<file path="config.mk">
export PLATFORM = sky130hd
export DESIGN_NAME = muldiv_unit
export DESIGN_NICKNAME = d
export VERILOG_FILES = /design/src/rtl/muldiv_unit.sv
export SDC_FILE = /design/constraint.sdc
export NUM_CORES = 1
export LEC_CHECK = 0
export CAP_MARGIN = 20
export CORE_ASPECT_RATIO = 0.75
export CORE_UTILIZATION = 50
export DETAILED_ROUTE_END_ITERATION = 7
export PLACE_DENSITY_LB_ADDON = 0.3
export SLEW_MARGIN = 5
export SYNTH_ARGS = -nofsm -noshare
export SYNTH_HDL_FRONTEND = slang
export SYNTH_SLANG_ARGS = --single-unit
export TNS_END_PERCENT = 50
</file>
<file path="constraint.sdc">
create_clock -name clk -period 3.3 [get_ports clk]
set_input_delay 0.66 -clock clk [delete_from_list [all_inputs] [get_ports clk]]
set_output_delay 0.66 -clock clk [all_outputs]
set_load 0.02 [all_outputs]
</file>
<file path="src/rtl/muldiv_unit.sv">
// Multi-cycle HI/LO multiply/divide unit: shift-add multiply and restoring divide, one bit per cycle.
// Divide support is built only when MULDIV_DIV_EN is defined; otherwise DIV/DIVU starts are ignored.
module muldiv_unit #(
  parameter int unsigned WIDTH = 32
) (
  input  logic             clk,
  input  logic             reset,
  input  logic             start,
  input  logic [1:0]       op,
  input  logic [WIDTH-1:0] data_rs,
  input  logic [WIDTH-1:0] data_rt,
  input  logic             hi_wr,
  input  logic             lo_wr,
  input  logic [WIDTH-1:0] data_w,
  output logic             busy,
  output logic             done,
  output logic [WIDTH-1:0] hi,
  output logic [WIDTH-1:0] lo
);

  localparam logic [5:0] LastIter = 6'(WIDTH - 1);

  typedef enum logic [1:0] {StIdle, StRun, StFin} state_e;

  state_e               state_q, state_d;
  logic                 neg_a_q, neg_a_d;
  logic                 neg_b_q, neg_b_d;
  logic [WIDTH-1:0]     mag_a_q, mag_a_d;
  logic [5:0]           cnt_q, cnt_d;
  logic [2*WIDTH-1:0]   acc_q, acc_d;
  logic [WIDTH-1:0]     hi_q, hi_d;
  logic [WIDTH-1:0]     lo_q, lo_d;
  logic                 busy_q, busy_d;
  logic                 done_q, done_d;

  logic                 op_ok;
  logic                 in_neg_a, in_neg_b;
  logic [WIDTH-1:0]     in_mag_a, in_mag_b;
  logic [WIDTH:0]       mul_sum;
  logic [2*WIDTH-1:0]   mul_next;
  logic [2*WIDTH-1:0]   prod_fix;

  // Sign flags are only ever set for signed ops, so fixups need no op check.
  assign in_neg_a = ~op[0] & data_rs[WIDTH-1];
  assign in_neg_b = ~op[0] & data_rt[WIDTH-1];
  assign in_mag_a = in_neg_a ? -data_rs : data_rs;
  assign in_mag_b = in_neg_b ? -data_rt : data_rt;

  // Multiplier sits in acc low half and shifts out as the product shifts in.
  assign mul_sum  = {1'b0, acc_q[2*WIDTH-1:WIDTH]} + (acc_q[0] ? {1'b0, mag_a_q} : '0);
  assign mul_next = {mul_sum, acc_q[WIDTH-1:1]};
  assign prod_fix = (neg_a_q ^ neg_b_q) ? -acc_q : acc_q;

`ifdef MULDIV_DIV_EN
  logic                 is_div_q, is_div_d;
  logic [WIDTH-1:0]     mag_b_q, mag_b_d;
  logic [WIDTH-1:0]     rem_q, rem_d;
  logic [WIDTH:0]       div_shift;
  logic                 div_ge;
  logic [WIDTH-1:0]     div_diff;
  logic [WIDTH-1:0]     quot_fix, rem_fix, rs_raw;

  assign op_ok     = 1'b1;
  // WIDTH+1-bit partial remainder; the difference always fits in WIDTH bits when taken.
  assign div_shift = {rem_q, acc_q[WIDTH-1]};
  assign div_ge    = div_shift >= {1'b0, mag_b_q};
  assign div_diff  = div_shift[WIDTH-1:0] - mag_b_q;
  assign quot_fix  = (neg_a_q ^ neg_b_q) ? -acc_q[WIDTH-1:0] : acc_q[WIDTH-1:0];
  assign rem_fix   = neg_a_q ? -rem_q : rem_q;
  assign rs_raw    = neg_a_q ? -mag_a_q : mag_a_q;
`else
  assign op_ok     = ~op[1];
`endif

  always_comb begin
    state_d = state_q;
    neg_a_d = neg_a_q;
    neg_b_d = neg_b_q;
    mag_a_d = mag_a_q;
    cnt_d   = cnt_q;
    acc_d   = acc_q;
    hi_d    = hi_q;
    lo_d    = lo_q;
    busy_d  = busy_q;
    done_d  = 1'b0;
`ifdef MULDIV_DIV_EN
    is_div_d = is_div_q;
    mag_b_d  = mag_b_q;
    rem_d    = rem_q;
`endif
    unique case (state_q)
      StIdle: begin
        if (start && op_ok) begin
          neg_a_d = in_neg_a;
          neg_b_d = in_neg_b;
          mag_a_d = in_mag_a;
          cnt_d   = '0;
          busy_d  = 1'b1;
          state_d = StRun;
`ifdef MULDIV_DIV_EN
          is_div_d = op[1];
          mag_b_d  = in_mag_b;
          rem_d    = '0;
          acc_d    = {{WIDTH{1'b0}}, op[1] ? in_mag_a : in_mag_b};
`else
          acc_d    = {{WIDTH{1'b0}}, in_mag_b};
`endif
        end else if (!start) begin
          if (hi_wr) hi_d = data_w;
          if (lo_wr) lo_d = data_w;
        end
      end
      StRun: begin
        cnt_d = cnt_q + 6'd1;
`ifdef MULDIV_DIV_EN
        if (is_div_q) begin
          acc_d = {{WIDTH{1'b0}}, acc_q[WIDTH-2:0], div_ge};
          rem_d = div_ge ? div_diff : div_shift[WIDTH-1:0];
        end else begin
          acc_d = mul_next;
        end
`else
        acc_d = mul_next;
`endif
        if (cnt_q == LastIter) state_d = StFin;
      end
      StFin: begin
`ifdef MULDIV_DIV_EN
        if (!is_div_q) begin
          {hi_d, lo_d} = prod_fix;
        end else if (mag_b_q == '0) begin
          // Divide by zero is forced, not taken from the iteration.
          hi_d = rs_raw;
          lo_d = '1;
        end else begin
          hi_d = rem_fix;
          lo_d = quot_fix;
        end
`else
        {hi_d, lo_d} = prod_fix;
`endif
        done_d  = 1'b1;
        busy_d  = 1'b0;
        state_d = StIdle;
      end
      default: state_d = StIdle;
    endcase
  end

  always_ff @(posedge clk) begin
    if (reset) begin
      state_q <= StIdle;
      neg_a_q <= 1'b0;
      neg_b_q <= 1'b0;
      mag_a_q <= '0;
      cnt_q   <= '0;
      acc_q   <= '0;
      hi_q    <= '0;
      lo_q    <= '0;
      busy_q  <= 1'b0;
      done_q  <= 1'b0;
`ifdef MULDIV_DIV_EN
      is_div_q <= 1'b0;
      mag_b_q  <= '0;
      rem_q    <= '0;
`endif
    end else begin
      state_q <= state_d;
      neg_a_q <= neg_a_d;
      neg_b_q <= neg_b_d;
      mag_a_q <= mag_a_d;
      cnt_q   <= cnt_d;
      acc_q   <= acc_d;
      hi_q    <= hi_d;
      lo_q    <= lo_d;
      busy_q  <= busy_d;
      done_q  <= done_d;
`ifdef MULDIV_DIV_EN
      is_div_q <= is_div_d;
      mag_b_q  <= mag_b_d;
      rem_q    <= rem_d;
`endif
    end
  end

  assign busy = busy_q;
  assign done = done_q;
  assign hi   = hi_q;
  assign lo   = lo_q;

endmodule

</file>
## Word-level counts from Yosys, hierarchy flattened

Index checks and enable logic that the tools add are counted.

- Reductions and logical operators: 10
- Mux-type cells: 22
- Shifts and indexed selects: 0
- Add/subtract/negate cells: 5
- Equality and inequality tests: 9
- Magnitude comparators: 0
- Bitwise gates (word level): 5
- Divide/modulo/power cells: 0
- Multiply operators: 0

Operator list:

| cell | number |
|---|---|
| 32-bit 2-to-1 mux | 9 |
| 64-bit 2-to-1 mux | 2 |
| 32-bit case mux with 2 select lines | 2 |
| 64-bit case mux with 2 select lines | 1 |
| 32-bit negator | 2 |
| 64-bit negator | 1 |
| 32-bit by 32-bit adder with 33-bit output | 1 |
| 2-bit inequality test, second input constant | 6 |
| 6-bit case mux with 2 select lines | 1 |
| 2-bit AND reduction | 4 |
| 4-bit AND reduction | 2 |
| 6-bit by 1-bit adder with 6-bit output, second input constant | 1 |
| 6-bit by 5-bit == test with 1-bit output, second input constant | 1 |
| 6-bit 2-to-1 mux | 1 |
| 2-bit 2-to-1 mux | 2 |
| 2-bit case mux with 2 select lines | 1 |
| 2-bit nonzero test | 2 |
| 1-bit AND | 2 |
| 2-bit by 1-bit == test with 1-bit output, second input constant | 1 |
| 2-bit == test, second input constant | 1 |
| 2-bit zero test | 1 |
| 1-bit 2-to-1 mux | 2 |
| 1-bit inverter | 2 |
| 1-bit case mux with 2 select lines | 1 |
| 2 further kinds | 2 |

- Bits in writable memories: 0
- Input bits: 103
- Memories kept: 0
- Bits in latches: 0
- Memory bits (read-only): 0
- Register bits: 172

## Depth between registers and ports, before layout

Gate-level depths: netlist (run 1).

- Depth after elaboration: 5
- Depth in mapped cells: 13
- Mapped depth without buffers: 11

## Least setup slack after synthesis (run 1)

Ideal clock, no wire load.

- Kind: register to register
- Start point: register acc_q[0]
- End point: register acc_q[59]
- Arrival: 2.987 ns
- Setup slack: 0.226 ns
- Path buffers: 2
- Data required time: 3.213 ns
- Library setup time: 0.087 ns
- Stages on the path, launching flop included: 14
- Path through: dfxtp_1 clkbuf_1 clkbuf_1 and2_1 ha_1 inv_1 fa_1 nor2b_1 o2111ai_1 a2111o_1 a211oi_1 o211ai_1 and3b_1 o31ai_1

- Word-level cells in the longest chain between the ends: 3

RTL lines:

| element | RTL line | text |
|---|---|---|
| from (decl) | 30 | `logic [2*WIDTH-1:0] acc_q, acc_d;` |
| from (signal assigned) | 157 | `acc_q <= '0;` |
| from (signal assigned) | 173 | `acc_q <= acc_d;` |
| 32-bit 2-to-1 mux | 50 | `assign mul_sum = {1'b0, acc_q[2*WIDTH-1:WIDTH]} + (acc_q[0] ? {1'b0, mag_a_q} : '0);` |
| 32-bit by 32-bit adder with 33-bit output | 50 |  |
| 64-bit case mux with 2 select lines | 91 | `unique case (state_q)` |

Every way passes these cells.
A chain may end at the register's enable or synchronous reset.

## Final worst setup path (run 1)

- Start point: input data_rs[16]
- End point: register mag_a_q[30]

- Word-level cells in the longest chain between the ends: 2

RTL lines:

| element | RTL line | text |
|---|---|---|
| from (decl) | 10 | `input logic [WIDTH-1:0] data_rs,` |
| 32-bit negator | 46 | `assign in_mag_a = in_neg_a ? -data_rs : data_rs;` |
| 32-bit 2-to-1 mux | 46 |  |
| to (signal assigned) | 171 | `mag_a_q <= mag_a_d;` |
| to (decl) | 28 | `logic [WIDTH-1:0] mag_a_q, mag_a_d;` |

Every way passes these cells.

==> results.yml, run 1 <==
detailed_routing:
  viasPerCell: 6.20
  routedWlPerCell_um: 19.5
  drc_errors: 0
  drtIter0Drc: 1519
  num_vias: 12100
  drtAntennaViolNets: 0
  routed_wl_mm: 38.1
  drtPass1Iterations: 8
setup_path:
  crit_slowest_cell: "or4b_2"
  required_ns: 3.67
  max_stage_delay_ns: 0.65
  rrSetupSlack_ns: 0.15
  start_kind: "input port"
  worstPathCellList: "clkdlybuf4s50_1, or4_4, or4b_2, or4_1, o31a_1, xor2_1, nand2_1, a21oi_1"
  reg2reg_from: "acc_q[0]$_SDFFE_PP0P_"
  worstPathMaxFanout: 4
  criticalPathCategory: "in2reg"
  reg2reg_depth: 11
  rr_endpoint: "acc_q[62]$_SDFFE_PP0P_"
  end_kind: "flop"
  arrival_ns: 3.56
power:
  power.leakage_nw: 5.34
  irDropWorstVdd_mv: 0.387
  power.total_mw: 5.37
  powerDensity_mw_per_mm2: 376
status:
  status: "finished clean"
final_layout:
  final_nets: 1785
  area_growth_pct: 25.4
  postLayoutCoreUtil: 0.643
  diodes: 0
  instances_no_fill: 1949
  drive_gt1_frac: 0.0816
  fill_cells: 1945
  finalInstanceArea_mm2: 0.0143
timing:
  whs_ns: 0.456
  finalSetupTns_ns: 0
  finalMaxSlewViolations: 0
  fin_skew_ns: 0.0165
  finalSetupViolCount: 0
  grt_setup_unrepaired: "true"
  tightest_slew_ns: 0.825
  fmax_ghz: 0.313
  slew_headroom: 0.449
  period_needed_ns: 3.19
  final-hold-violation-count: 0
  period_share: 0.967
  fin_ws_ns: 0.108
clocking:
  postCtsHoldBufs: 0
  clkTransAtPathRegs_ns: 0.06
  cts_max_level: 4
  cts.sinks: 172
  clk_path_buf_depth: 2
  insertion_delay_ns: 0.45
  clockRootBuffer: "clkbuf_16"
  cts_made_buffers: 17
  cts_tree: "done"
logic_synthesis:
  synth_cells: 1472
  netlist.area_leader.share: 0.303
  yosysWarnings: 0
  async_reset_ff_frac: 0
  syn-num-nets: 1612
  ys_ff_latch: 172
  synth.area.top_cells: "dfxtp_1 (30%), xor2_1 (5.7%), nor2_1 (5.3%)"
  synth_ff_type: "dfxtp_1"
  yosysSeqAreaShare: 0.303
  postSynthAreaPerCell_um2: 7.73
  yosysTopAreaCell: "dfxtp_1"
  synth_edf_count: 0
  yosysUniqueCellTypes: 72
  synth_area_mm2: 0.0114
grt:
  grt_max_degree: 42
  overflow: 0
  grt_pass1_vias: 10800
  antenna_found_initial: 0
  globalRouteTotalUtil: 0.322
  grt_pass1_wl_mm: 59.6
min_path:
  hold_path_end: "hi[10]$_SDFFE_PP0P_"
  hp-start: "hi[10]$_SDFFE_PP0P_"
  hold_depth: 2
  hold_path_class: "reg2reg"
floorplanning:
  core_mm2: 0.0222
  rows: 47
  die_y_um: 133
  die_w_um: 176
  ios: 169
  die_area_mm2: 0.0234
  initial_utilization: 0.513
place:
  io_buffers: 168
  placedInstanceArea_mm2: 0.0137
  place_inst: 1920
  hpwl_mm: 29.1
  pre_cts_ws_ns: -0.314
  gp_congestion: 0.987
run:
  maxCapViolations: 0
[layout make-up]
class                           count  area, um2  share of cell area
Clock buffer                       22        484              0.0339
Multi-Input combinational cell   1178       7510               0.526
Inverter                           29        109             0.00763
Tap cell                          294        368              0.0258
Timing Repair Buffer              247       2280               0.160
Clock inverter                      7       66.3             0.00465
Sequential cell                   172       3440               0.241
[where the power goes]
part / internal, mW / leakage (nW) / switching [mW] / total (mW)
sequential: 2.18 / 1.40 / 0.0914 / 2.27
clock: 1.10 / 0.273 / 0.834 / 1.94
combinational: 0.512 / 3.66 / 0.654 / 1.17
total: 3.79 / 5.34 / 1.58 / 5.37
[routing by layer]
layer	global-route usage	part of all wire
met1	0.501	0.50
met2	0.450	0.41
met3	0.0546	0.080
met4	0.0792	0.015
met5	0	0
[kinds of logic after synthesis]
kind of cell | after synthesis | synth area share
xor+xnor | 126 | 0.0970
mux | 34 | 0.0300
fa+ha+maj | 37 | 0.0414
compound gates | 440 | 0.253
buf+inv | 122 | 0.0403
flops | 172 | 0.303
simple gates | 541 | 0.236
[layout by cell type (no fill, tap or decap), drive strengths merged, types with 5 or more instances in the layout]
cell type / n
a31oi: 21
nor4: 28
xor2: 74
a311oi: 6
o211ai: 13
o311a: 9
clkbuf: 22
a211oi: 66
and3: 11
ha: 36
nand2b: 12
or3: 18
nand4: 19
or4: 16
nor2b: 11
nor2: 162
mux2i: 33
nand3: 27
nor3: 42
inv: 29
clkinv: 5
o21ai: 74
o41ai: 8
o21bai: 5
clkdlybuf4s50: 167
buf: 80
dfxtp: 172
a21o: 12
o21a: 5
a21oi: 113
a22oi: 23
a21boi: 5
and2: 35
o31ai: 17
o22ai: 26
nand2: 140
xnor2: 52
[synthesized netlist by cell type (5+ instances only)]
| library cell | count |
|---|---|
| or4_1 | 14 |
| o211ai_1 | 13 |
| xnor2_1 | 52 |
| nand2b_1 | 12 |
| o21a_1 | 5 |
| o21ai_0 | 74 |
| ha_1 | 36 |
| a21oi_1 | 113 |
| o22ai_1 | 26 |
| nor2b_1 | 11 |
| a21o_1 | 12 |
| and3_1 | 9 |
| a21boi_0 | 5 |
| nand2_1 | 140 |
| nand4_1 | 18 |
| a31oi_1 | 21 |
| a211oi_1 | 66 |
| a311oi_1 | 6 |
| or3_1 | 18 |
| buf_1 | 13 |
| o21bai_1 | 5 |
| clkbuf_1 | 80 |
| dfxtp_1 | 172 |
| mux2i_1 | 33 |
| xor2_1 | 74 |
| nor2_1 | 162 |
| a22oi_1 | 23 |
| nor3_1 | 41 |
| inv_1 | 29 |
| nor4_1 | 26 |
| o41ai_1 | 8 |
| o31ai_1 | 17 |
| nand3_1 | 27 |
| and2_1 | 34 |
| o311a_1 | 9 |
[sequential cells by signal, indices dropped and copies added, names as in the netlist]
signal,cells
done,1
busy,1
neg_b_q,1
cnt_q,6
neg_a_q,1
lo,32
state_q,2
hi,32
mag_a_q,32
acc_q,64
[critical path, delay by kind of cell]
kind / cells / cell delay (ns)
xor gates and xnor gates: 1 / 0.15
AOI/OAI and AO/OA: 2 / 0.43
buffers and inverters: 1 / 0.44
and+or+nand+nor: 4 / 1.88
[worst max-delay path by stage]
| stage | startpoint | end | slack (ns) | cells after the start |
|---|---|---|---|---|
| global route | data_rs[16] | mag_a_q[28]$_SDFFE_PP0P_ | -0.02 | 7 |
| detailed placement | data_rs[16] | mag_a_q[28]$_SDFFE_PP0P_ | -0.31 | 7 |
| floorplan | acc_q[0]$_SDFFE_PP0P_ | acc_q[59]$_SDFFE_PP0P_ | 0.23 | 13 |
| finish | data_rs[16] | mag_a_q[30]$_SDFFE_PP0P_ | 0.11 | 8 |
| global placement | data_rs[16] | mag_a_q[28]$_SDFFE_PP0P_ | -0.30 | 7 |
| CTS | data_rs[16] | mag_a_q[30]$_SDFFE_PP0P_ | 0.12 | 8 |
[repair_timing]
item / in CTS / in global routing
endpoints found under the setup margin: 0 / 4
buffers inserted: 0 / 0
gates resized for setup: 0 / 1
Power figures use the tool's default switching activity.
==> inputs of run 2 (changes only) <==
--- a/config.mk
+++ b/config.mk
@@ -7,6 +7,7 @@
 export LEC_CHECK = 0
 export CAP_MARGIN = 20
 export CORE_ASPECT_RATIO = 0.75
+export CORE_MARGIN = 2
 export CORE_UTILIZATION = 50
 export DETAILED_ROUTE_END_ITERATION = 7
 export PLACE_DENSITY_LB_ADDON = 0.3
==> run 2 against run 1 <==
Against the previous run:
- via count fell by 0.82%
- worst setup slack lost 0.012 ns
- cell count shrank 0.21%
- count of clock-buffer cells in the layout decreased by 4
- wire length increased by 1.1%
- sequential cell count unchanged
==> results.yml, run 2 (synthesis results as in run 1) <==
final_layout:
  fill_cells: 1902
  postLayoutCoreUtil: 0.642
  final_nets: 1779
  instances_no_fill: 1945
  largest_reg_flops: 64
  drive_gt1_frac: 0.0806
  regMostFlops: "acc_q"
  layout_common_cells: "dfxtp_1 (172), clkdlybuf4s50_1 (167), nor2_1 (162)"
  final_common_cell: "dfxtp_1"
  area_growth_pct: 25.2
  finalInstanceArea_mm2: 0.0142
  diodes: 0
detailed_routing:
  routed_wl_mm: 38.5
  drtIter0Drc: 1422
  routedWlPerCell_um: 19.8
  num_vias: 12000
  drtPass1Iterations: 7
  viasPerCell: 6.16
  drtAntennaViolNets: 0
  drc_errors: 0
floorplanning:
  initial_utilization: 0.513
  die_area_mm2: 0.0240
  rows: 47
  ios: 169
  core_mm2: 0.0222
  die_w_um: 178
  die_y_um: 135
grt:
  grt_pass1_wl_mm: 59.1
  antenna_found_initial: 0
  globalRouteTotalUtil: 0.317
  overflow: 0
  grt_max_degree: 82
  grt_pass1_vias: 10700
timing:
  finalSetupTns_ns: 0
  fin_skew_ns: 0.0161
  finalSetupViolCount: 0
  period_needed_ns: 3.20
  slew_headroom: 0.555
  fmax_ghz: 0.312
  final-hold-violation-count: 0
  period_share: 0.971
  grt_setup_unrepaired: "false"
  tightest_slew_ns: 0.665
  finalMaxSlewViolations: 0
  whs_ns: 0.457
  fin_ws_ns: 0.0959
run:
  maxCapViolations: 0
setup_path:
  max_stage_delay_ns: 0.65
  arrival_ns: 3.52
  start_kind: "input port"
  criticalPathCategory: "in2reg"
  crit_family: "simple AND/OR/NAND/NOR gates"
  path_buf_inv: 1
  crit_slowest_cell: "or4b_2"
  worstPathMaxFanout: 4
  end_kind: "flop"
  required_ns: 3.62
  worstPathCellList: "clkdlybuf4s50_1, or4_4, or4b_2, or4_1, nor4_1, mux2i_1, o22ai_1"
power:
  power.total_mw: 5.37
  irDropWorstVdd_mv: 0.397
  powerDensity_mw_per_mm2: 377
  power.leakage_nw: 5.30
clocking:
  cts_max_level: 4
  clockRootBuffer: "clkbuf_16"
  postCtsHoldBufs: 0
  clk_path_buf_depth: 2
  cts_made_buffers: 17
  clkTransAtPathRegs_ns: 0.07
  insertion_delay_ns: 0.44
  cts.sinks: 172
  cts_tree: "done"
place:
  pre_cts_ws_ns: -0.350
  io_buffers: 168
  gp_congestion: 0.983
  placedInstanceArea_mm2: 0.0137
  hpwl_mm: 29.4
  place_inst: 1914
min_path:
  hold_path_class: "reg2reg"
status:
  status: "finished clean"
[run 2: worst paths after layout]
check / from / to / slack (ns) / depth (start not counted)
min reg2reg: mag_a_q[29]$_SDFFE_PP0P_ / mag_a_q[29]$_SDFFE_PP0P_ / 0.46 / 2
max: data_rs[16] / mag_a_q[28]$_SDFFE_PP0P_ / 0.1 / 7
max reg2reg: acc_q[0]$_SDFFE_PP0P_ / acc_q[59]$_SDFFE_PP0P_ / 0.24 / 11
min: mag_a_q[29]$_SDFFE_PP0P_ / mag_a_q[29]$_SDFFE_PP0P_ / 0.46 / 2
[run 2: power breakdown]
part / switching (mW) / internal, mW
Clock: 0.904 / 1.04
Sequential: 0.0948 / 2.18
Combinational: 0.647 / 0.511
Total: 1.65 / 3.73
[run 2: layout make-up]
cell class                 count  area (um2)  area share
clock buffer                  18         429      0.0301
clock inverter                13         118     0.00826
inverter                      29         109     0.00765
multi-input combinational   1178        7510       0.528
sequential                   172        3440       0.242
tap                          294         368      0.0258
timing repair buffer         241        2260       0.158
[run 2: routing by layer]
| layer | vias to the layer above | track usage | wire [um] |
|---|---|---|---|
| met5 | - | 0 | 0 |
| met4 | 0 | 0.0729 | 642 |
| met3 | 51 | 0.0735 | 4060 |
| met2 | 607 | 0.440 | 15400 |
| met1 | 5565 | 0.488 | 18400 |
| li1 | 5759 | - | - |
[run 2: worst min-delay path, cell delays in order, from the launching register on]
cell and delay (ns):
dfxtp_1 0.31, nand2_1 0.05, a21oi_1 0.05
[run 2: timing repair]
action,in CTS,in global routing
resized for setup,0,7
setup buffers,0,0
endpoints found under the setup margin,0,1
